<file path="src/rtl/iterative_divider_decode_if.sv">
// Handshake bundle for the iterative divider: operand request side and result side.
interface iterative_divider_decode_if #(
  parameter int N = 10
);
  logic         in_valid;
  logic         in_ready;
  logic [N-1:0] dividend;
  logic [N-1:0] divisor;
  logic         out_valid;
  logic         out_ready;
  logic [N-1:0] quotient;
  logic [N-1:0] remainder;
  logic         div_by_zero;

  modport master (
    output in_valid, dividend, divisor, out_ready,
    input  in_ready, out_valid, quotient, remainder, div_by_zero
  );

  modport slave (
    input  in_valid, dividend, divisor, out_ready,
    output in_ready, out_valid, quotient, remainder, div_by_zero
  );
endinterface

</file>
<file path="src/rtl/iterative_divider_decode.sv">
// Restoring divider recovering F / D and F mod D, one quotient bit per clock, MSB first.
module iterative_divider_decode #(
  parameter int N = 10
) (
  input  logic                       clk,
  input  logic                       rst,
  iterative_divider_decode_if.slave  bus
);
  localparam int CW = (N > 2) ? $clog2(N) : 1;

  typedef enum logic [1:0] {IDLE, RUN, DONE} state_t;

  state_t        state_reg, state_next;
  logic [N-1:0]  q_reg, q_next;
  logic [N:0]    r_reg, r_next;
  logic [N-1:0]  d_reg, d_next;
  logic [CW-1:0] count_reg, count_next;
  logic [N-1:0]  quotient_reg, quotient_next;
  logic [N-1:0]  remainder_reg, remainder_next;
  logic          dbz_reg, dbz_next;

  logic [N:0]    r_shift;
  logic [N:0]    r_sub;
  logic          r_ge;
  logic [N:0]    r_step;
  logic [N-1:0]  q_step;

  // One restoring step: the N+1 bit partial remainder keeps the compare from wrapping.
  assign r_shift = {r_reg[N-1:0], q_reg[N-1]};
  assign r_sub   = r_shift - {1'b0, d_reg};
  assign r_ge    = (r_shift >= {1'b0, d_reg});
  assign r_step  = r_ge ? r_sub : r_shift;
  assign q_step  = {q_reg[N-2:0], r_ge};

  always_ff @(posedge clk) begin
    if (rst) begin
      state_reg     <= IDLE;
      q_reg         <= '0;
      r_reg         <= '0;
      d_reg         <= '0;
      count_reg     <= '0;
      quotient_reg  <= '0;
      remainder_reg <= '0;
      dbz_reg       <= 1'b0;
    end else begin
      state_reg     <= state_next;
      q_reg         <= q_next;
      r_reg         <= r_next;
      d_reg         <= d_next;
      count_reg     <= count_next;
      quotient_reg  <= quotient_next;
      remainder_reg <= remainder_next;
      dbz_reg       <= dbz_next;
    end
  end

  always_comb begin
    state_next     = state_reg;
    q_next         = q_reg;
    r_next         = r_reg;
    d_next         = d_reg;
    count_next     = count_reg;
    quotient_next  = quotient_reg;
    remainder_next = remainder_reg;
    dbz_next       = dbz_reg;
    case (state_reg)
      IDLE: begin
        if (bus.in_valid) begin
          d_next     = bus.divisor;
          q_next     = bus.dividend;
          r_next     = '0;
          count_next = '0;
          if (bus.divisor == '0) begin
            quotient_next  = '1;
            remainder_next = bus.dividend;
            dbz_next       = 1'b1;
            state_next     = DONE;
          end else begin
            state_next = RUN;
          end
        end
      end
      RUN: begin
        r_next     = r_step;
        q_next     = q_step;
        count_next = count_reg + CW'(1);
        if (count_reg == CW'(N - 1)) begin
          quotient_next  = q_step;
          remainder_next = r_step[N-1:0];
          dbz_next       = 1'b0;
          state_next     = DONE;
        end
      end
      DONE: begin
        if (bus.out_ready) state_next = IDLE;
      end
      default: state_next = IDLE;
    endcase
  end

  assign bus.in_ready    = (state_reg == IDLE);
  assign bus.out_valid   = (state_reg == DONE);
  assign bus.quotient    = quotient_reg;
  assign bus.remainder   = remainder_reg;
  assign bus.div_by_zero = dbz_reg;
endmodule

</file>
<file path="src/flat_wrapper.sv">
// flat-port wrapper written by rule: the top's interface ports become plain ports
module iterative_divider_decode_flat 
#(
  parameter int N = 10
)
  (clk, rst, bus_in_valid, bus_dividend, bus_divisor, bus_out_ready, bus_in_ready, bus_out_valid, bus_quotient, bus_remainder, bus_div_by_zero);
  iterative_divider_decode_if #(.N(N)) bus_i ();
  input  logic clk;
  input  logic rst;
  input wire logic [$bits(bus_i.in_valid)-1:0] bus_in_valid;
  input wire logic [$bits(bus_i.dividend)-1:0] bus_dividend;
  input wire logic [$bits(bus_i.divisor)-1:0] bus_divisor;
  input wire logic [$bits(bus_i.out_ready)-1:0] bus_out_ready;
  output wire logic [$bits(bus_i.in_ready)-1:0] bus_in_ready;
  output wire logic [$bits(bus_i.out_valid)-1:0] bus_out_valid;
  output wire logic [$bits(bus_i.quotient)-1:0] bus_quotient;
  output wire logic [$bits(bus_i.remainder)-1:0] bus_remainder;
  output wire logic [$bits(bus_i.div_by_zero)-1:0] bus_div_by_zero;
  assign bus_i.in_valid = bus_in_valid;
  assign bus_i.dividend = bus_dividend;
  assign bus_i.divisor = bus_divisor;
  assign bus_i.out_ready = bus_out_ready;
  assign bus_in_ready = bus_i.in_ready;
  assign bus_out_valid = bus_i.out_valid;
  assign bus_quotient = bus_i.quotient;
  assign bus_remainder = bus_i.remainder;
  assign bus_div_by_zero = bus_i.div_by_zero;
  iterative_divider_decode #(.N(N)) u_core (.clk(clk), .rst(rst), .bus(bus_i));
endmodule
</file>
<file path="config.mk">
export PLATFORM = sky130hd
export DESIGN_NAME = iterative_divider_decode_flat
export DESIGN_NICKNAME = d
export VERILOG_FILES = /design/src/rtl/iterative_divider_decode_if.sv /design/src/rtl/iterative_divider_decode.sv /design/src/flat_wrapper.sv
export SDC_FILE = /design/constraint.sdc
export NUM_CORES = 1
export LEC_CHECK = 0
export ABC_AREA = 1
export CAP_MARGIN = 20
export CORE_ASPECT_RATIO = 0.75
export CORE_UTILIZATION = 40
export CTS_CLUSTER_DIAMETER = 200
export DETAILED_ROUTE_END_ITERATION = 8
export PLACE_DENSITY = 0.69
export SLEW_MARGIN = 10
export SYNTH_ARGS = -nofsm -noshare
export SYNTH_HDL_FRONTEND = slang
export SYNTH_SLANG_ARGS = --single-unit
</file>
<file path="constraint.sdc">
create_clock -name clk -period 1.7 [get_ports clk]
set_input_delay 0.34 -clock clk [delete_from_list [all_inputs] [get_ports clk]]
set_output_delay 0.34 -clock clk [all_outputs]
set_load 0.02 [all_outputs]
</file>
==> summary.md, run 1 <==
| Metric | Value |
|---|---|
| Final Setup Violations | 21 |
| Primary FF master, synth | dfxtp_1 |
| Die Height | 77.7 um |
| WS Path Type | flop to flop |
| Design Area, Final | 4660 um2 |
| Drt wl/cell | 13.7 um |
| Syn Area/Cell | 6.62 um2 |
| Via-to-Cell Ratio | 4.99 |
| Relative slew margins | 67.0% |
| Initial Utilization | 41.5% |
| Final Cycle Share | 107% |
| Cells after Synth | 461 |
| DRC | 0 |
| Drt total wl | 9.10 mm |
| GRT Total Usage | 23.5% |
| Most frequent cells in the layout | nand2_1 (96), buf_4 (53), inv_1 (50), nor2_1 (49), clkdlybuf4s50_1 (44) |
| Root Buffer | clkbuf_8 |
| Placed Area | 3990 um2 |
| Maximum clock path buffer count | 2 |
| Register bit total from synthesis | 57 |
| Reg clk slew, reported paths | 0.07 ns |
| Vias | 3306 |
| Layout area overhead | 52.7% |
| H-tree depth | 3 |
| Synthesized Nets | 498 |
| Post-synth EDFFs | 0 |
| Endpoints failing hold | 0 |
| Synth unique cells | 30 |
| # rows | 27 |
| Slew Viols, Final | 0 |
| Final Critical Period | 1.82 ns |
| YS warnings | 0 |
| RSZ-0062 raised after global routing | true |
| Violated checks | setup timing |
| TritonCTS clock tree | done |
| Worst Skew | 0.0102 ns |
| Clk_lat worst skew | 0.34 ns |
| GR Overflow Total | 0 |
| Max cap viols | 0 |
| Worst-Margin Slew | 0.494 ns |
| R2R depth | 13 |
| Post-synthesis async set-or-reset flop share | 0% |
| VDD IR max | 698 uV |
| Kind of end point of the critical path | flop |
| Inserted Clock Buffers | 9 |
| Final worst setup slack | -0.117 ns |
| Die W | 103 um |
| CP max FO | 7 |
| Hold path depth | 2 |
| Power density cells | 1510 nW/um2 |
| Layout cell share with drive strength beyond 1 | 31.0% |
| Post-synthesis sequential area ratio | 37.4% |
| Status | complete, but fails checks |
| WP data arrival | 2.10 ns |
| Drt first-iter violations | 205 |
| Leakage | 2.25 nW |
| Clock Sink Count | 57 |
| Worst Setup Start Kind | flop |
| Post-route ant nets | 0 |
| Floorplan core area | 7360 um2 |
| # nets final | 594 |
| Pin count of the biggest net entering global routing | 33 |
| First-pass detailed-route iteration total | 5 |
| Syn Std Cell Area | 3050 um2 |
| Cts hold-fix bufs | 0 |
| Die area | 7990 um2 |
| Initial antenna violation count | 0 |
| I/O pins | 47 |
| IO Port Bufs | 46 |
| DP Wirelength | 6.02 mm |
| Number of global-route vias before repair | 3102 |
| Fmax | 550 MHz |
| Global-route wire length before repair | 14.4 mm |
| GP Congestion | 0.805 |
| Worst hold path class | flop to flop |
| Antenna cell count | 0 |
| CP Data Required Time | 1.98 ns |
| Total power | 0.00703 W |
| Commonest non-fill, non-tap cell in the layout | nand2_1 |
## layout make-up
type                    count  area, um2
inverters                  66        255
clock inverters             3       40.0
fillers                   663       2700
well taps                 101        126
multi-input cells         316       1950
flip-flops and latches     57       1160
repair buffers            107        976
clock buffers              12        155
## metal layers
layer	GRT usage, %	up-vias	part of all wire (%)	wire [um]
li1	-	1660	-	-
met1	30.7	1541	46	4140
met2	37.8	90	48	4370
met3	5.86	15	5.1	464
met4	7.61	0	1.3	120
met5	0	-	0	0
## cells in the mapped netlist, types with 4 or more instances
library cell	instances	area, um2
clkbuf_1	9	33.8
buf_2	6	30.0
nor2_1	54	203
ha_1	12	150
inv_2	4	15.0
inv_1	62	233
nand3_1	30	150
o21ai_1	8	40.0
a21oi_1	32	160
nand4_1	11	68.8
o21ai_0	22	110
a31oi_1	9	56.3
xor2_1	4	35.0
nand2_1	118	443
dfxtp_1	57	1140
buf_1	4	15.0
## worst max-delay path: stages, from the launching register on
cell	delay (ns)
dfxtp_2	0.34
inv_4	0.05
ha_4	0.31
nand2_4	0.07
nor2_4	0.11
inv_2	0.04
nor2_2	0.15
nor2_4	0.07
a21oi_4	0.17
buf_8	0.18
nand2_4	0.07
nand3_2	0.07
nand2_1	0.06
inv_1	0.05
## repair_timing
action | in CTS | in global routing
setup endpoints to repair | 24 | 32
cloned | 1 | 1
pin swaps | 21 | 16
setup buffers | 4 | 1
gates resized for setup | 84 | 35
## kinds of logic after synthesis
group	after synthesis	share of synthesized area, %
AOI/OAI and AO/OA	75	13.1
xor gates and xnor gates	4	1.15
adders and majority gates	13	5.57
buffers and inverters	88	11.6
DFF	57	37.4
and+or+nand+nor	224	31.2
## metrics by stage
stage	instances	worst slack, ns	util [%]	setup TNS (ns)	hold WS [ns]
final	662	-0.117	63.3	-1.70	0.461
after global routing	662	-0.196	63.3	-3.34	0.484
after CTS	660	-0.0751	61.6	-0.436	0.467
after detailed placement	640	-0.248	54.2	-6.60	0.456
after global placement	640	-0.178	54.2	-5.20	0.452
after floorplan	461	0.0400	-	0	0.435
## final timing paths
kind	end	start	slack [ns]
setup / recovery	u_core.r_reg[3]	u_core.d_reg[6]	-0.12
hold reg to reg	u_core.bus.quotient[7]	u_core.bus.quotient[7]	0.46
hold / removal	u_core.bus.quotient[7]	u_core.bus.quotient[7]	0.46
setup reg to reg	u_core.r_reg[3]	u_core.d_reg[6]	-0.12
## power breakdown
| part | switching (W) | internal [W] | total (W) | leakage, nW |
|---|---|---|---|---|
| clock | 0.000534 | 0.000744 | 0.00128 | 0.102 |
| combinational | 0.00221 | 0.00175 | 0.00396 | 1.67 |
| sequential | 0.000200 | 0.00160 | 0.00180 | 0.472 |
Power figures use the tool's default switching activity.
==> run 2, diff against run 1 <==
ABC_AREA = default   (was 1)
CTS_BUF_LIST = sky130_fd_sc_hd__clkbuf_8   (was default)
CTS_CLUSTER_SIZE = 25   (was default)
==> summary.md, run 2 <==
| Metric | Value |
|---|---|
| Area leader, netlist | dfxtp_1 (unchanged) |
| Pin count of the biggest net entering global routing | 28 (was 33) |
| Antenna cell count | 0 (unchanged) |
| Reg clk slew, reported paths | 0.07 ns (about the same) |
| VDD IR max | 577 uV (was 698 uV) |
| Fraction of power spent switching nets | 38.6% (was 41.8%) |
| DP Worst Slack | -0.587 ns (was -0.248 ns) |
| Drt total wl | 9.95 mm (was 9.10 mm) |
| Fmax | 455 MHz (was 550 MHz) |
| CP max stage cell | a2111oi_4 (was dfxtp_2) |
| Post-synthesis async set-or-reset flop share | 0% (unchanged) |
| Slew Viols, Final | 0 (unchanged) |
| Worst-Margin Slew | 0.497 ns (was 0.494 ns) |
| Final Critical Period | 2.20 ns (was 1.82 ns) |
| TritonCTS clock tree | done (unchanged) |
| Final TNS setup | -8.88 ns (was -1.70 ns) |
| Logic pwr share | 53.5% (was 56.3%) |
| Worst-path cell chain | ha_4 -> nand2_4 -> a2111oi_4 -> a21bo_4 -> nand2_8 -> mux2i_2 -> buf_4 -> o21ai_1 (was inv_4 -> ha_4 -> nand2_4 -> nor2_4 -> inv_2 -> nor2_2 -> nor2_4 -> a21oi_4 -> buf_8 -> nand2_4 -> nand3_2 -> nand2_1 -> inv_1) |
| CP Data Required Time | 1.90 ns (was 1.98 ns) |
| WS Path Type | flop to flop (unchanged) |
| Layout area overhead | 67.2% (was 52.7%) |
| I/O pins | 47 (unchanged) |
| Sw power | 0.00214 W (was 0.00294 W) |
| Leakage | 1.94 nW (was 2.25 nW) |
| Primary FF master, synth | dfxtp_1 (unchanged) |
| WP data arrival | 2.40 ns (was 2.10 ns) |
| Initial antenna violation count | 0 (unchanged) |
| Initial Utilization | 42.2% (was 41.5%) |
| Post-route ant nets | 0 (unchanged) |
| Worst Skew | 0.00960 ns (was 0.0102 ns) |
| Endpoints failing hold | 0 (unchanged) |
| Via-to-Cell Ratio | 5.38 (was 4.99) |
| Worst Setup Start Kind | flop (unchanged) |
| Syn Area/Cell | 8.20 um2 (was 6.62 um2) |
| H-tree depth | 3 (unchanged) |
| Relative slew margins | 66.8% (was 67.0%) |
| Max cap viols | 0 (unchanged) |
| Clock Sink Count | 57 (unchanged) |
| Final worst setup slack | -0.497 ns (was -0.117 ns) |
| Register bit total from synthesis | 57 (unchanged) |
| Root Buffer | clkbuf_8 (unchanged) |
| R2R depth | 8 (was 13) |
| Drt first-iter violations | 171 (was 205) |
| Stages on the worst setup path | 8 (was 13) |
| Synth cell count leaders | dfxtp_1 (57), nand2_1 (53), nor2_1 (48), a21oi_1 (27), nor3_1 (24) (was nand2_1 (118), inv_1 (62), dfxtp_1 (57), nor2_1 (54), a21oi_1 (32)) |
| Synthesized Nets | 395 (was 498) |
| Cell with the most instances after synthesis | dfxtp_1 (was nand2_1) |
| Commonest non-fill, non-tap cell in the layout | buf_4 (was nand2_1) |
| Post-layout util | 70.5% (was 63.3%) |
| YS warnings | 0 (unchanged) |
| GR Overflow Total | 0 (unchanged) |
| DRC | 0 (unchanged) |
| Final hold slack | 0.415 ns (was 0.461 ns) |
| Clock group share of total power | 19.0% (was 18.2%) |
| Final Setup Violations | 22 (was 21) |
| Die area | 7690 um2 (was 7990 um2) |
| WP buf/inv | 1 (was 4) |
| Power density cells | 1130 nW/um2 (was 1510 nW/um2) |
| Violated checks | setup timing (unchanged) |
| Most frequent cells in the layout | buf_4 (77), nand2_1 (50), nor2_1 (48), dfxtp_1 (45), clkdlybuf4s50_1 (39) (was nand2_1 (96), buf_4 (53), inv_1 (50), nor2_1 (49), clkdlybuf4s50_1 (44)) |
| Crit path max-delay family | compound AO/OA/AOI/OAI gates (was simple AND/OR/NAND/NOR gates) |
| Floorplan core area | 6960 um2 (was 7360 um2) |
| Worst path max stage delay | 0.39 ns (was 0.34 ns) |
| Pint | 0.00341 W (was 0.00409 W) |
| CP max FO | 5 (was 7) |
| Syn Std Cell Area | 2940 um2 (was 3050 um2) |
| Global-route wire length before repair | 15.7 mm (was 14.4 mm) |
| Hold path depth | 4 (was 2) |
| Cts hold-fix bufs | 0 (unchanged) |
| Number of global-route vias before repair | 3201 (was 3102) |
| Synth unique cells | 58 (was 30) |
| Post-synth EDFFs | 0 (unchanged) |
| IO Port Bufs | 46 (unchanged) |
| DP Wirelength | 6.41 mm (was 6.02 mm) |
| Status | complete, but fails checks (unchanged) |
| Post-synthesis sequential area ratio | 38.9% (was 37.4%) |
| Kind of end point of the critical path | flop (unchanged) |
| Cells after Synth | 358 (was 461) |
| Clk_lat worst skew | 0.33 ns (was 0.34 ns) |
| Worst hold path class | input pin to flop (was flop to flop) |
| Maximum clock path buffer count | 2 (unchanged) |
| Top cell type's share of synthesized area | 38.9% (was 37.4%) |
| Synth area leaders | dfxtp_1 (39%), nand2_1 (6.8%), nor2_1 (6.1%), ha_1 (5.1%), a21oi_1 (4.6%) (was dfxtp_1 (37%), nand2_1 (15%), inv_1 (7.6%), nor2_1 (6.6%), a21oi_1 (5.2%)) |
| Seq pwr share | 27.5% (was 25.6%) |
| Inserted Clock Buffers | 9 (unchanged) |
| Final Cycle Share | 129% (was 107%) |
| Layout cell share with drive strength beyond 1 | 41.0% (was 31.0%) |
| Die W | 101 um (was 103 um) |
| Vias | 3181 (was 3306) |
| GP Congestion | 0.942 (was 0.805) |
| Die Height | 76.2 um (was 77.7 um) |
| GRT Total Usage | 26.5% (was 23.5%) |
| Drt wl/cell | 16.8 um (was 13.7 um) |
| First-pass detailed-route iteration total | 5 (unchanged) |
| # rows | 26 (was 27) |
| RSZ-0062 raised after global routing | true (unchanged) |
| # nets final | 525 (was 594) |
==> run 2: cell count changes in the layout (fill, tap and decap cells not counted), moves of 11 or more <==
cell	before	now
buf_4	53	77
nand2_2	12	1
nand3_2	18	1
inv_1	50	7
nand2_1	96	50
o21ai_0	22	4
a311oi_1	0	12
==> run 2: cell families after synthesis <==
group / synth area share (%)
and+or+nand+nor: 23.9
AOI/OAI and AO/OA: 23.9
DFF: 38.9
buffers and inverters: 5.58
adders and majority gates: 5.79
xor gates and xnor gates: 1.19
muxes: 0.682
==> run 2: cell type report <==
| type | instances | area [um2] |
|---|---|---|
| repair buffers | 140 | 1260 |
| flip-flops and latches | 57 | 1160 |
| multi-input cells | 265 | 2150 |
| inverters | 15 | 58.8 |
| clock inverters | 7 | 38.8 |
| fillers | 505 | 2050 |
| clock buffers | 9 | 124 |
| well taps | 98 | 123 |
==> run 2: power groups by stage <==
stage | logic, W | registers, W | clock network [W]
global route | 0.00313 | 0.00153 | 0.00114
CTS | 0.00263 | 0.00151 | 0.00106
detailed placement | 0.00187 | 0.00152 | 0
finish | 0.00297 | 0.00152 | 0.00105
global placement | 0.00182 | 0.00152 | 0
floorplan | 0.00119 | 0.00151 | 0
==> run 2: metal layers <==
metal  part of all wire [%]  track usage (%)
met5                      0                0
met4                    2.0             9.86
met3                    5.9             7.06
met2                     48             42.1
met1                     44             34.3
==> run 2: worst register-to-register path: stages (launching register included) <==
cell	delay [ns]
dfxtp_1	0.36
ha_4	0.33
nand2_4	0.07
a2111oi_4	0.39
a21bo_4	0.33
nand2_8	0.13
mux2i_2	0.27
buf_4	0.15
o21ai_1	0.05
==> run 2: final timing paths <==
check | startpoint | end | slack [ns]
max | u_core.r_reg[5] | u_core.r_reg[8] | -0.50
min | bus_divisor[7] | u_core.d_reg[7] | 0.41
max reg2reg | u_core.r_reg[5] | u_core.r_reg[8] | -0.50
min reg2reg | u_core.d_reg[2] | u_core.d_reg[2] | 0.46
==> run 2: through the flow <==
step / power (W) / cell area, um2 / cells
2_1_floorplan: 0.00270 / 3000 / 358
3_3_place_gp: 0.00333 / 4020 / 552
3_5_place_dp: 0.00339 / 4020 / 552
4_1_cts: 0.00519 / 4670 / 583
5_1_grt: 0.00579 / 4910 / 591
6_report: 0.00555 / 4910 / 591
==> run 2: what timing repair did <==
item	CTS	global route
cloned	0	1
gates resized for setup	79	40
buffers inserted	16	7
endpoints found under the setup margin	33	33
pin swaps	36	16
==> run 3, diff against run 2 <==
SLEW_MARGIN = 0   (was 10)
==> results of run 3 <==
No change in the layout: final DEF, timing and power equal those of run 2.
